--- config.mk ---
export PLATFORM = sky130hd
export DESIGN_NAME = pong_game_ctrl_flat
export DESIGN_NICKNAME = d
export VERILOG_FILES = /design/src/rtl/pong_game_ctrl_pkg.sv /design/src/rtl/pong_game_ctrl_if.sv /design/src/rtl/pong_game_ctrl_frame_timer.sv /design/src/rtl/pong_game_ctrl.sv /design/src/flat_wrapper.sv
export SDC_FILE = /design/constraint.sdc
export NUM_CORES = 1
export LEC_CHECK = 0
export ABC_AREA = 1
export BUFFER_PORTS_ARGS = -buffer_cell sky130_fd_sc_hd__buf_4
export CORE_MARGIN = 1
export CORE_UTILIZATION = 55
export DETAILED_ROUTE_END_ITERATION = 10
export GPL_TIMING_DRIVEN = 0
export PLACE_DENSITY = 0.79
export SETUP_SLACK_MARGIN = 0.15
export SYNTH_ARGS = -nofsm -noshare
export SYNTH_HDL_FRONTEND = slang
export SYNTH_SLANG_ARGS = --single-unit
export TNS_END_PERCENT = 30
--- constraint.sdc ---
create_clock -name clk -period 3.2 [get_ports clk]
set_input_delay 0.48 -clock clk [delete_from_list [all_inputs] [get_ports clk]]
set_output_delay 0.48 -clock clk [all_outputs]
set_load 0.01 [all_outputs]
--- src/rtl/pong_game_ctrl_pkg.sv ---
// Shared definitions for the Pong match controller: FSM state encodings,
// default match length and the serve-direction encoding (also used by the
// ball module to pick the sign of the serve velocity).
package pong_game_ctrl_pkg;

    localparam int unsigned STATE_W       = 3;
    localparam int unsigned DEF_WIN_SCORE = 7;

    typedef enum logic [STATE_W-1:0] {
        ST_IDLE  = 3'd0,
        ST_SERVE = 3'd1,
        ST_PLAY  = 3'd2,
        ST_POINT = 3'd3,
        ST_OVER  = 3'd4
    } state_e;

    localparam logic SERVE_LEFT  = 1'b0;
    localparam logic SERVE_RIGHT = 1'b1;

    // Width of a counter that must reach the larger of two terminal counts.
    function automatic int unsigned cnt_width(input int unsigned a, input int unsigned b);
        int unsigned m;
        m = (a > b) ? a : b;
        return $clog2(m + 1);
    endfunction

endpackage

--- src/rtl/pong_game_ctrl_if.sv ---
// Controller <-> game-world signal bundle.
//   master : the match controller (consumes ticks/buttons/misses, drives
//            ball gating, scores and status)
//   slave  : the surrounding datapath (tick generator, collision logic,
//            ball and score display)
interface pong_game_ctrl_if #(
    parameter int unsigned SCORE_W = 4
);
    import pong_game_ctrl_pkg::*;

    logic               refr_tick;
    logic               start_btn;
    logic               miss_l;
    logic               miss_r;
    logic               ball_run;
    logic               ball_hold;
    logic               serve_dir;
    logic [SCORE_W-1:0] score_l;
    logic [SCORE_W-1:0] score_r;
    logic               game_over;
    logic               winner;
    logic [STATE_W-1:0] state;

    modport master (
        input  refr_tick, start_btn, miss_l, miss_r,
        output ball_run, ball_hold, serve_dir, score_l, score_r,
               game_over, winner, state
    );

    modport slave (
        output refr_tick, start_btn, miss_l, miss_r,
        input  ball_run, ball_hold, serve_dir, score_l, score_r,
               game_over, winner, state
    );

endinterface

--- src/rtl/pong_game_ctrl_frame_timer.sv ---
// Frame-tick counter with synchronous clear and terminal-count detect.
//   clk, rstn : clock, async active-low reset
//   clr       : clear counter (takes priority over counting)
//   en        : count enable (one frame tick)
//   term      : terminal count (>= 1)
//   done_c    : combinational pulse on the tick that reaches term
module pong_game_ctrl_frame_timer #(
    parameter int unsigned CNT_W = 7
) (
    input  logic             clk,
    input  logic             rstn,
    input  logic             clr,
    input  logic             en,
    input  logic [CNT_W-1:0] term,
    output logic             done_c
);

    logic [CNT_W-1:0] cnt;

    // Tick counter.
    always_ff @(posedge clk or negedge rstn) begin
        if (!rstn) begin
            cnt <= '0;
        end else if (clr) begin
            cnt <= '0;
        end else if (en) begin
            cnt <= cnt + CNT_W'(1);
        end
    end

    // The tick that would bring the count to term is the term-th tick.
    assign done_c = en & (cnt == (term - CNT_W'(1)));

endmodule

--- src/rtl/pong_game_ctrl.sv ---
// Pong match-sequencing controller: gates the ball frame tick, holds the
// ball for serves, counts points from miss pulses and declares a winner.
//   clk, rstn : clock, async active-low reset
//   bus       : pong_game_ctrl_if.master (ticks, start, misses in;
//               ball_run/ball_hold/serve_dir/scores/game_over/winner/state out)
// ball_run is the only combinational output; all others are registered.
module pong_game_ctrl
    import pong_game_ctrl_pkg::*;
#(
    parameter int unsigned WIN_SCORE   = DEF_WIN_SCORE,
    parameter int unsigned SERVE_TICKS = 60,
    parameter int unsigned POINT_TICKS = 90,
    parameter int unsigned SCORE_W     = 4
) (
    input  logic             clk,
    input  logic             rstn,
    pong_game_ctrl_if.master bus
);

    localparam int unsigned CNT_W = cnt_width(SERVE_TICKS, POINT_TICKS);
    localparam logic [CNT_W-1:0]   SERVE_TERM = CNT_W'(SERVE_TICKS);
    localparam logic [CNT_W-1:0]   POINT_TERM = CNT_W'(POINT_TICKS);
    localparam logic [SCORE_W-1:0] WIN        = SCORE_W'(WIN_SCORE);

    state_e             state_q,     state_d;
    logic [SCORE_W-1:0] score_l_q,   score_l_d;
    logic [SCORE_W-1:0] score_r_q,   score_r_d;
    logic               serve_dir_q, serve_dir_d;
    logic               game_over_q, game_over_d;
    logic               winner_q,    winner_d;
    logic               ball_hold_q, ball_hold_d;
    logic               start_q;

    logic               start_edge_c;
    logic               timer_en_c;
    logic               timer_clr_c;
    logic               timer_done_c;
    logic [CNT_W-1:0]   timer_term_c;

    assign start_edge_c = bus.start_btn & ~start_q;
    assign timer_en_c   = bus.refr_tick & ((state_q == ST_SERVE) | (state_q == ST_POINT));
    assign timer_term_c = (state_q == ST_POINT) ? POINT_TERM : SERVE_TERM;
    // Every state entry restarts the frame count.
    assign timer_clr_c  = (state_d != state_q);

    pong_game_ctrl_frame_timer #(
        .CNT_W (CNT_W)
    ) u_timer (
        .clk    (clk),
        .rstn   (rstn),
        .clr    (timer_clr_c),
        .en     (timer_en_c),
        .term   (timer_term_c),
        .done_c (timer_done_c)
    );

    // State and registered-output storage.
    always_ff @(posedge clk or negedge rstn) begin
        if (!rstn) begin
            state_q     <= ST_IDLE;
            score_l_q   <= '0;
            score_r_q   <= '0;
            serve_dir_q <= SERVE_RIGHT;
            game_over_q <= 1'b0;
            winner_q    <= 1'b0;
            ball_hold_q <= 1'b1;
            start_q     <= 1'b0;
        end else begin
            state_q     <= state_d;
            score_l_q   <= score_l_d;
            score_r_q   <= score_r_d;
            serve_dir_q <= serve_dir_d;
            game_over_q <= game_over_d;
            winner_q    <= winner_d;
            ball_hold_q <= ball_hold_d;
            start_q     <= bus.start_btn;
        end
    end

    // Next-state and next-output logic.
    always_comb begin
        state_d     = state_q;
        score_l_d   = score_l_q;
        score_r_d   = score_r_q;
        serve_dir_d = serve_dir_q;
        game_over_d = game_over_q;
        winner_d    = winner_q;

        unique case (state_q)
            ST_IDLE, ST_OVER: begin
                if (start_edge_c) begin
                    state_d     = ST_SERVE;
                    score_l_d   = '0;
                    score_r_d   = '0;
                    serve_dir_d = SERVE_RIGHT;
                    game_over_d = 1'b0;
                end
            end
            ST_SERVE: begin
                if (timer_done_c) begin
                    state_d = ST_PLAY;
                end
            end
            ST_PLAY: begin
                if (bus.miss_l && bus.miss_r) begin
                    // Simultaneous misses: replay the serve, no point.
                    state_d = ST_SERVE;
                end else if (bus.miss_l) begin
                    state_d     = ST_POINT;
                    score_r_d   = score_r_q + SCORE_W'(1);
                    serve_dir_d = SERVE_LEFT;
                end else if (bus.miss_r) begin
                    state_d     = ST_POINT;
                    score_l_d   = score_l_q + SCORE_W'(1);
                    serve_dir_d = SERVE_RIGHT;
                end
            end
            ST_POINT: begin
                if (timer_done_c) begin
                    if ((score_l_q == WIN) || (score_r_q == WIN)) begin
                        state_d     = ST_OVER;
                        game_over_d = 1'b1;
                        winner_d    = (score_r_q == WIN);
                    end else begin
                        state_d = ST_SERVE;
                    end
                end
            end
            default: begin
                state_d = ST_IDLE;
            end
        endcase

        ball_hold_d = (state_d != ST_PLAY) && (state_d != ST_POINT);
    end

    assign bus.ball_run  = bus.refr_tick & (state_q == ST_PLAY);
    assign bus.ball_hold = ball_hold_q;
    assign bus.serve_dir = serve_dir_q;
    assign bus.score_l   = score_l_q;
    assign bus.score_r   = score_r_q;
    assign bus.game_over = game_over_q;
    assign bus.winner    = winner_q;
    assign bus.state     = state_q;

endmodule

--- src/flat_wrapper.sv ---
// flat-port wrapper written by rule: the top's interface ports become plain ports
module pong_game_ctrl_flat import pong_game_ctrl_pkg::*;
#(
    parameter int unsigned WIN_SCORE   = DEF_WIN_SCORE,
    parameter int unsigned SERVE_TICKS = 60,
    parameter int unsigned POINT_TICKS = 90,
    parameter int unsigned SCORE_W     = 4
)
  (clk, rstn, bus_refr_tick, bus_start_btn, bus_miss_l, bus_miss_r, bus_ball_run, bus_ball_hold, bus_serve_dir, bus_score_l, bus_score_r, bus_game_over, bus_winner, bus_state);
  pong_game_ctrl_if #(.SCORE_W(SCORE_W)) bus_i ();
  input  logic clk;
  input  logic rstn;
  input wire logic [$bits(bus_i.refr_tick)-1:0] bus_refr_tick;
  input wire logic [$bits(bus_i.start_btn)-1:0] bus_start_btn;
  input wire logic [$bits(bus_i.miss_l)-1:0] bus_miss_l;
  input wire logic [$bits(bus_i.miss_r)-1:0] bus_miss_r;
  output wire logic [$bits(bus_i.ball_run)-1:0] bus_ball_run;
  output wire logic [$bits(bus_i.ball_hold)-1:0] bus_ball_hold;
  output wire logic [$bits(bus_i.serve_dir)-1:0] bus_serve_dir;
  output wire logic [$bits(bus_i.score_l)-1:0] bus_score_l;
  output wire logic [$bits(bus_i.score_r)-1:0] bus_score_r;
  output wire logic [$bits(bus_i.game_over)-1:0] bus_game_over;
  output wire logic [$bits(bus_i.winner)-1:0] bus_winner;
  output wire logic [$bits(bus_i.state)-1:0] bus_state;
  assign bus_i.refr_tick = bus_refr_tick;
  assign bus_i.start_btn = bus_start_btn;
  assign bus_i.miss_l = bus_miss_l;
  assign bus_i.miss_r = bus_miss_r;
  assign bus_ball_run = bus_i.ball_run;
  assign bus_ball_hold = bus_i.ball_hold;
  assign bus_serve_dir = bus_i.serve_dir;
  assign bus_score_l = bus_i.score_l;
  assign bus_score_r = bus_i.score_r;
  assign bus_game_over = bus_i.game_over;
  assign bus_winner = bus_i.winner;
  assign bus_state = bus_i.state;
  pong_game_ctrl #(.WIN_SCORE(WIN_SCORE), .SERVE_TICKS(SERVE_TICKS), .POINT_TICKS(POINT_TICKS), .SCORE_W(SCORE_W)) u_core (.clk(clk), .rstn(rstn), .bus(bus_i));
endmodule
* Word-level counts from Yosys, hierarchy flattened
Cells that the tools add are included.
** Storage, ports and cells
- Flip-flop bits (word level) :: 23
- Output and inout bits :: 16
- Word-level logic and storage cells :: 78
** Cells by class
- Equal/unequal tests :: 18
- Multiplexer cells :: 28
- $add $sub $neg :: 4
- Bitwise operators :: 6
- Reduce and logical (&&, ||, !) cells :: 13
** Operator list (number)
- $mux W4 :: 6
- $mux W3 :: 7
- $mux W7 :: 3
- $pmux W4 S2 :: 2
- $pmux W3 S4 :: 1
- $reduce_and A4 Y1 :: 3
- $ne A2 B2 Y1 const B :: 5
- $add A4 B1 Y4 const B :: 2
- $eq A4 B3 Y1 const B :: 2
- $add A7 B1 Y7 const B :: 1
- $eq A7 B7 Y1 :: 1
- $mux W1 :: 7
- $sub A7 B1 Y7 const B :: 1
- $eq A3 B2 Y1 const B :: 2
- $ne A3 B2 Y1 const B :: 2
- $reduce_bool A2 Y1 :: 3
- $reduce_and A5 Y1 :: 1
- $and A1 B1 Y1 :: 4
- $ne A2 B1 Y1 const B :: 2
- $pmux W1 S2 :: 2
- $eq A3 B1 Y1 const B :: 1
- $eq A3 B3 Y1 const B :: 1
- $logic_not A3 Y1 :: 1
- $ne A3 B3 Y1 :: 1
- other kinds (7) :: 8

* Longest topological paths before layout
Gate-level depths: netlist of run 1.
- Word-level depth :: 9
- Mapped depth :: 11
- Gate-level depth less buffers :: 11

* Modules after synthesis
A second synthesis of run 1 with hierarchy kept.
** Second synthesis, totals
- Cells, all modules :: 230
- Area, all modules :: 1556.5 sq um
** By module, submodules not included
- pong_game_ctrl :: area each 928.4 sq um, cells each 123, seq. area each 402.9 sq um, times used 1
- pong_game_ctrl_frame_timer :: area each 628.1 sq um, cells each 107, seq. area each 175.2 sq um, times used 1

* Least setup slack after synthesis of run 1
Ideal clock, no wire load.
- Path type :: flip-flop to flip-flop
- Start point :: register u_core.state_q[2] (netlist: u_core.bus.state[2])
- End point :: register u_core.u_timer.cnt[3]
- Setup slack :: 1.731 ns
- Clock period less this slack :: 1.469 ns
- Required time :: 3.080 ns
- Arrival time :: 1.349 ns
- Buffers on the path :: 0
- Library setup time :: 0.120 ns
- Stages on the path, launching flop included :: 11
- Path through :: dfrtp_1 inv_1 nand3_2 inv_2 nand3_2 a21oi_2 nand2_1 nand2_1 nand2_2 nand2_4 nor2_1
** On the way
- Longest elaborated chain between the ends :: 9
- Elaborated cells between the ends (all ways) :: 22
- Classes of those cells :: add/sub: 1; eq/ne: 6; mux: 9; bitwise: 3; reduce/logical: 3
** Ends and longest elaborated chain
- from (decl) :: RTL line pong_game_ctrl.sv:25 : state_e state_q, state_d;
- from (signal assigned) :: RTL line pong_game_ctrl.sv:69 : state_q <= state_d;
- $eq A3 B2 Y1 :: RTL line pong_game_ctrl.sv:41, pong_game_ctrl.sv:42, pong_game_ctrl.sv:89
- $mux W7 :: RTL line pong_game_ctrl.sv:42 : assign timer_term_c = (state_q == ST_POINT) ? POINT_TERM : SERVE_TERM;
- $sub A7 B1 Y7 :: RTL line pong_game_ctrl_frame_timer.sv:32 : assign done_c = en & (cnt == (term - CNT_W'(1)));
- $eq A7 B7 Y1 :: RTL line pong_game_ctrl_frame_timer.sv:32
- $and A1 B1 Y1 :: RTL line pong_game_ctrl_frame_timer.sv:32
- $mux W3, on equally long branches :: RTL line pong_game_ctrl.sv:119, pong_game_ctrl.sv:100
- $pmux W3 S4 (*) :: RTL line pong_game_ctrl.sv:89 : unique case (state_q)
- via u_core.state_d[0] :: RTL line pong_game_ctrl.sv:25
- $ne A3 B3 Y1 (*) :: RTL line pong_game_ctrl.sv:44 : assign timer_clr_c = (state_d != state_q);
- $mux W7 or $reduce_bool A2 Y1 (tied branches)
- to (signal assigned) :: RTL line pong_game_ctrl_frame_timer.sv:27 : cnt <= cnt + CNT_W'(1);
- to (decl) :: RTL line pong_game_ctrl_frame_timer.sv:18 : logic [CNT_W-1:0] cnt;
The timed path passes the listed nets; every way through them passes the cells marked *.
A chain may end at the register's enable or synchronous reset.

* Worst setup path in the final report of run 1
- Start point :: register u_core.state_q[2] (netlist: u_core.bus.state[2])
- End point :: output port bus_ball_run
** On the way
- Longest elaborated chain between the ends :: 2
** Ends and longest elaborated chain
- $eq A3 B2 Y1 :: RTL line pong_game_ctrl.sv:137 : assign bus.ball_run = bus.refr_tick & (state_q == ST_PLAY);
- $and A1 B1 Y1 :: RTL line pong_game_ctrl.sv:137
- to (decl) :: RTL line flat_wrapper.sv:17 : output wire logic [$bits(bus_i.ball_run)-1:0] bus_ball_run;
Every way passes these cells.

==> results of run 1 <==
## final cells by class
cell class              count  area, sq um
repair buffers             21          158
clock buffers               3         22.5
clock inverters             1         7.51
fillers                   168          573
flip-flops and latches     23          578
inverters                  19         71.3
well taps                  27         33.8
multi-input cells         104          578
## worst paths after layout
kind | start | endpoint | slack (ps) | depth (start not counted)
hold / removal | rstn | u_core.u_timer.cnt[0] | 30 | 1
setup reg to reg | u_core.bus.state[2] | u_core.u_timer.cnt[4] | 1520 | 10
hold reg to reg | u_core.bus.serve_dir | u_core.bus.serve_dir | 480 | 2
setup / recovery | u_core.bus.state[2] | bus_ball_run | 1400 | 4
min in group clk | bus_start_btn | u_core.start_q | 280 | 1
max in group asynchronous | rstn | u_core.bus.ball_hold | 2880 | 1
## state kept, by name, summed over array words and instances (netlist names)
name	flops
u_core.start_q	1
u_core.bus.score_r	4
u_core.bus.state	3
u_core.u_timer.cnt	7
u_core.bus.ball_hold	1
u_core.bus.score_l	4
u_core.bus.serve_dir	1
u_core.bus.game_over	1
u_core.bus.winner	1
## per-stage QoR
| stage | setup slack (ps) | utilization | total power, W |
|---|---|---|---|
| finish | 1400 | 0.717 | 0.000648 |
| global route | 1320 | 0.717 | 0.000690 |
| CTS | 1400 | 0.717 | 0.000655 |
| detailed placement | 1530 | 0.702 | 0.000520 |
| global placement | 1560 | 0.702 | 0.000512 |
| floorplan | 1730 | - | 0.000461 |
## metal layers
metal	routed length (microns)	vias up
met5	0	-
met2	1180	27
met4	23	0
li1	-	517
met1	1030	485
met3	102	4
## logic make-up (layout without fill, tap and decap cells)
| kind of cell | Yosys count | in the layout |
|---|---|---|
| DFF | 23 | 23 |
| muxes | 2 | 2 |
| buffers and inverters | 19 | 44 |
| adders and majority gates | 3 | 3 |
| xor gates and xnor gates | 8 | 8 |
| and+or+nand+nor | 79 | 79 |
| AOI/OAI and AO/OA | 12 | 12 |
## where the power goes
part	switching (W)	total (W)	internal (W)
registers	0.0000361	0.000362	0.000326
logic	0.0000847	0.000152	0.0000671
clock network	0.0000865	0.000134	0.0000476
## synthesized netlist by cell type
library cell and instances:
a21oi_1 3, a21oi_2 1, mux2_2 1, nor3b_1 1
nand4_1 2, dfstp_2 2, nor2_1 17, dfrtp_1 21
o31ai_1 1, inv_1 17, nand2_4 1, ha_1 3
nand3_2 3, a22o_1 1, nand3_1 14, o21ai_1 2
a31oi_1 1, nand2_1 29, inv_2 2, mux2i_1 1
o21ai_0 3, nor3_1 1, xor2_1 5, or2_1 1
xnor2_1 3, or2_2 1, nor2_2 7, nand2_2 2
## critical path, stage by stage (launching register included)
cell and delay (ps):
dfrtp_1 430, inv_1 170, nand3_2 160, nor2_1 120
buf_4 130
==> metrics.csv, run 1 <==
metric,value,unit
routed vias,1033,
Most Crowded Layer GR,met2,
average size of a mapped cell,8.41,sq um
most frequent cells in the layout,"29 x nand2_1, 21 x buf_4, 21 x dfrtp_1, 17 x inv_1, 17 x nor2_1",
endpoints failing hold,0,
CTS tree,done,
largest family of logic cells by synthesized area,simple AND/OR/NAND/NOR gates,
Synth Area in Adders,0.0306,
mux contribution to synthesized area,0.0173,
Initial Util,0.607,
status,finished clean,
ANT nets after route,0,
Sink Count,23,
Worst slew margin,0.808,
Setup crit end kind,output port,
Die X,49.2,microns
GRT overflow,0,
pwr/cell area,447,mW/mm^2
synth unique cells,28,
Max IR drop VDD,0.000325,V
Worst-Skew Late Latency,310,ps
Worst-Margin Slew,288,ps
Mapped Cells,146,
Final setup viols,0,
largest net degree at the start of global routing,24,
Worst Path Arrival,1320,ps
maximum clock rate,0.556,GHz
placed cell count,194,
core footprint,0.00202,sq mm
sequential area share after synthesis,0.471,
num ports,22,
vias in the first global route,968,
initial detailed-routing violation count,23,
"Net Count, Synth",155,
final max-slew violation count,0,
DR DRC count,0,
global-route wire length before repair,3890,microns
final setup TNS,0,ps
IO Port Bufs,21,
XOR/XNOR share of the synthesized area,0.0571,
hpwl dp,1790,microns
final worst path period share,0.562,
final instance area,0.00145,sq mm
Vert. Die Dim,49.2,microns
Num CTS Buffers,3,
max-cap viol count,0,
Pleak,0.749,nW
Synth area leader,dfrtp_1,
"leading cell type in the layout, fill and taps excluded",nand2_1,
met2 global-route usage,0.390,
Synth Cell Area,0.00123,sq mm
Non-Filler Instances,198,
ant diodes,0,
Crit Path Class,flop to output port,
routing usage on met1,0.248,
Tmin final,1800,ps
Fin Hold WS,34.3,ps
ranking of synthesized cells by area,"dfrtp_1 43%, nand2_1 8.9%, nand3_1 5.7%",
layout cells sized above 1,0.263,
Synth Area in Compound Gates,0.0581,
Global Route Usage Sum,0.212,
Worst setup SP type,flop,
clk_skew,1.19,ps
DR vias/cell,5.22,
Synth-to-Final Area Change,18.0,%
grt met3 use,0.0374,
initial antenna violation count,0,
Syn. warnings,0,
post_cts resized,0,
GPL Wtd Cong,0.889,
clock-pin slew on the worst setup and hold paths,120,ps
CTS Hold Bufs,0,
WP data required,2720,ps
unrepaired setup endpoints after global routing,false,
largest fanout on the critical path,5,
H-tree depth,1,
DR pass1 iterations,4,
drt wl/cell,11.8,microns
Die ar.,0.00242,sq mm
fin nets,181,
simple-gate share of the synthesized area,0.308,
root buf cell,clkbuf_4,
WL final,2340,microns
row count,16,
HP Class,input pin to async pin,
post-synth top area share,0.428,
"flops & latches, synth",23,
Setup Buffers After CTS,0,
clock buffer depth,2,
Post-Place Cell Area,0.00142,sq mm
No activity file was read; power rests on OpenSTA's default activity.
==> run 2, diff against run 1 <==
--- a/config.mk
+++ b/config.mk
@@ -8,10 +8,10 @@
 export ABC_AREA = 1
 export BUFFER_PORTS_ARGS = -buffer_cell sky130_fd_sc_hd__buf_4
 export CORE_MARGIN = 1
-export CORE_UTILIZATION = 55
+export CORE_UTILIZATION = 49
 export DETAILED_ROUTE_END_ITERATION = 10
 export GPL_TIMING_DRIVEN = 0
-export PLACE_DENSITY = 0.79
+export PLACE_DENSITY = 0.74
 export SETUP_SLACK_MARGIN = 0.15
 export SYNTH_ARGS = -nofsm -noshare
 export SYNTH_HDL_FRONTEND = slang
==> constraint.sdc (replaced) <==
create_clock -name clk -period 1.5 [get_ports clk]
set_input_delay 0.225 -clock clk [delete_from_list [all_inputs] [get_ports clk]]
set_output_delay 0.225 -clock clk [all_outputs]
set_load 0.01 [all_outputs]
==> run 2 against run 1 <==
Against the previous run:
- the run now ends with negative setup slack left
- sequential share of layout area fell by 6.2 points
- design area grew 19%
- non-clock buffer count up 23
- power up 130%
- sequential cell count did not move
- first-iteration DRC count up 39%
- die area up 12%
- hold slack worse by 13 ps
- clock-buffer cell count grew 1
- core utilization rose by 4.1 points
- largest cell class is now multi-input combinational cells
==> metrics.csv, run 2 (synthesized netlist as in run 1, its figures left out) <==
metric,value,unit
Final setup viols,7,
clk_skew,5.11,ps
largest net degree at the start of global routing,24,
ant diodes,0,
final instance area,0.00172,sq mm
largest register by flop count,u_core.u_timer.cnt,
ANT nets after route,0,
IO Port Bufs,21,
max-cap viol count,0,
WP data required,1710,ps
Slowest cell on crit path,dfrtp_1,
reg2reg end,u_core.u_timer.cnt[5],
most frequent cells in the layout,"42 x buf_4, 25 x nand2_1, 18 x dfrtp_1, 16 x inv_1, 13 x nor2_1",
CP dominant cell by count,nand2_1,
failing checks,negative setup slack,
row count,17,
WP depth,11,
core footprint,0.00228,sq mm
hpwl dp,1710,microns
Global Route Usage Sum,0.224,
initial detailed-routing violation count,32,
DR pass1 iterations,4,
Num CTS Buffers,3,
Setup crit end kind,flop,
Max IR drop VDD,0.000563,V
WL final,2830,microns
fill count,150,
Worst slew margin,0.800,
R2R depth,11,
Critical path origin,u_core.u_timer.cnt[0],
Worst Path Arrival,1760,ps
Worst-Skew Late Latency,310,ps
Post-Place Cell Area,0.00143,sq mm
Crit Path Class,flop to flop,
Fin Hold WS,21.1,ps
final worst path period share,1.03,
R2R Path Start,u_core.u_timer.cnt[0],
Worst setup SP type,flop,
endpoints failing hold,0,
Pleak,0.864,nW
"leading cell type in the layout, fill and taps excluded",buf_4,
maximum clock rate,0.645,GHz
Tot Pwr,0.00150,W
Top delay family on crit path,simple AND/OR/NAND/NOR gates,
DR vias/cell,5.13,
GPL Wtd Cong,0.804,
WP buf/inv,1,
Initial Util,0.539,
GRT overflow,0,
pwr/cell area,870,mW/mm^2
Sink Count,23,
Worst setup endpoint,u_core.u_timer.cnt[5],
CP Cell Sequence,inv_1 > nor2_1 > nand2_2 > nor2_4 > nand4_1 > nand2_1 > nand2_1 > nand2_1 > nand2_2 > nand2_4 > nor2_1,
H-tree depth,1,
drt wl/cell,12.7,microns
Tmin final,1550,ps
unrepaired setup endpoints after global routing,true,
DR DRC count,0,
fin nets,204,
layout cells sized above 1,0.443,
CTS tree,done,
Synth-to-Final Area Change,40.5,%
clock-pin slew on the worst setup and hold paths,130,ps
status,"complete, but fails checks",
HP Class,input pin to flop,
root buf cell,clkbuf_4,
Vert. Die Dim,52.1,microns
Die X,52.1,microns
largest fanout on the critical path,7,
final max-slew violation count,0,
initial antenna violation count,0,
global-route wire length before repair,4510,microns
Final WS setup,-49.2,ps
Reg2Reg Setup Slack,-50,ps
max reg flops,7,
Worst-Margin Slew,299,ps
routed vias,1139,
num ports,22,
Worst path max stage delay,400,ps
Die ar.,0.00271,sq mm
clock buffer depth,2,
vias in the first global route,1046,
==> run 2: cell count changes in the layout (fill, tap and decap cells not counted), sizes merged <==
| cell | delta |
|---|---|
| clkbuf | +1 |
| dlygate4sd3 | +1 |
| clkinvlp | -1 |
| buf | +22 |
==> run 2: report_power, final <==
group / internal [W] / switching [W] / total (W)
sequential: 0.000697 / 0.0000570 / 0.000754
combinational: 0.000212 / 0.000239 / 0.000451
clock: 0.000104 / 0.000191 / 0.000295
==> run 2: timing repair <==
item | CTS | global route
pin swaps | 4 | 9
setup endpoints to repair | 19 | 21
buffers inserted | 11 | 11
resized for setup | 10 | 14
endpoints found under the hold margin | 21 | 0
hold buffers | 1 | 0
==> run 2: cell type report <==
type	instances	area, sq um	area share
Tap cell	28	35.0	0.0203
Inverter	19	76.3	0.0443
Multi-Input combinational cell	104	659	0.382
Timing Repair Buffer	44	345	0.200
Clock buffer	4	26.3	0.0152
Sequential cell	23	582	0.337
==> run 2: layer usage <==
layer | share of wire | track usage | up-vias | routed length (microns)
met5 | 0 | 0 | - | 0
met4 | 0.0046 | 0.0766 | 0 | 13
met3 | 0.034 | 0.0263 | 2 | 96
met2 | 0.49 | 0.361 | 32 | 1380
met1 | 0.47 | 0.309 | 541 | 1340
li1 | - | - | 564 | -
==> run 2: through the flow <==
| stage | setup WS (ps) | setup TNS (ps) | util | cells |
|---|---|---|---|---|
| global placement | -24.6 | -44.1 | 0.630 | 195 |
| floorplan | 108 | 0 | - | 146 |
| global route | -152 | -1340 | 0.758 | 222 |
| finish | -49.2 | -297 | 0.758 | 222 |
| CTS | 22.8 | 0 | 0.698 | 211 |
| detailed placement | -58.7 | -127 | 0.630 | 195 |
==> run 2: worst min path at each step <==
stage	startpoint	to	depth (start not counted)
4_1_cts	bus_start_btn	u_core.start_q	1
3_5_place_dp	rstn	u_core.u_timer.cnt[2]	1
5_1_grt	bus_start_btn	u_core.start_q	1
2_1_floorplan	rstn	u_core.bus.game_over	0
3_3_place_gp	rstn	u_core.u_timer.cnt[3]	1
6_report	bus_start_btn	u_core.start_q	1
==> run 2: worst reg2reg max path, stage by stage, from the launching register on <==
cell and delay, ps:
dfrtp_1 400, inv_1 50, nor2_1 130, nand2_2 90
nor2_4 120, nand4_1 140, nand2_1 130, nand2_1 80
nand2_1 70, nand2_2 60, nand2_4 120, nor2_1 60
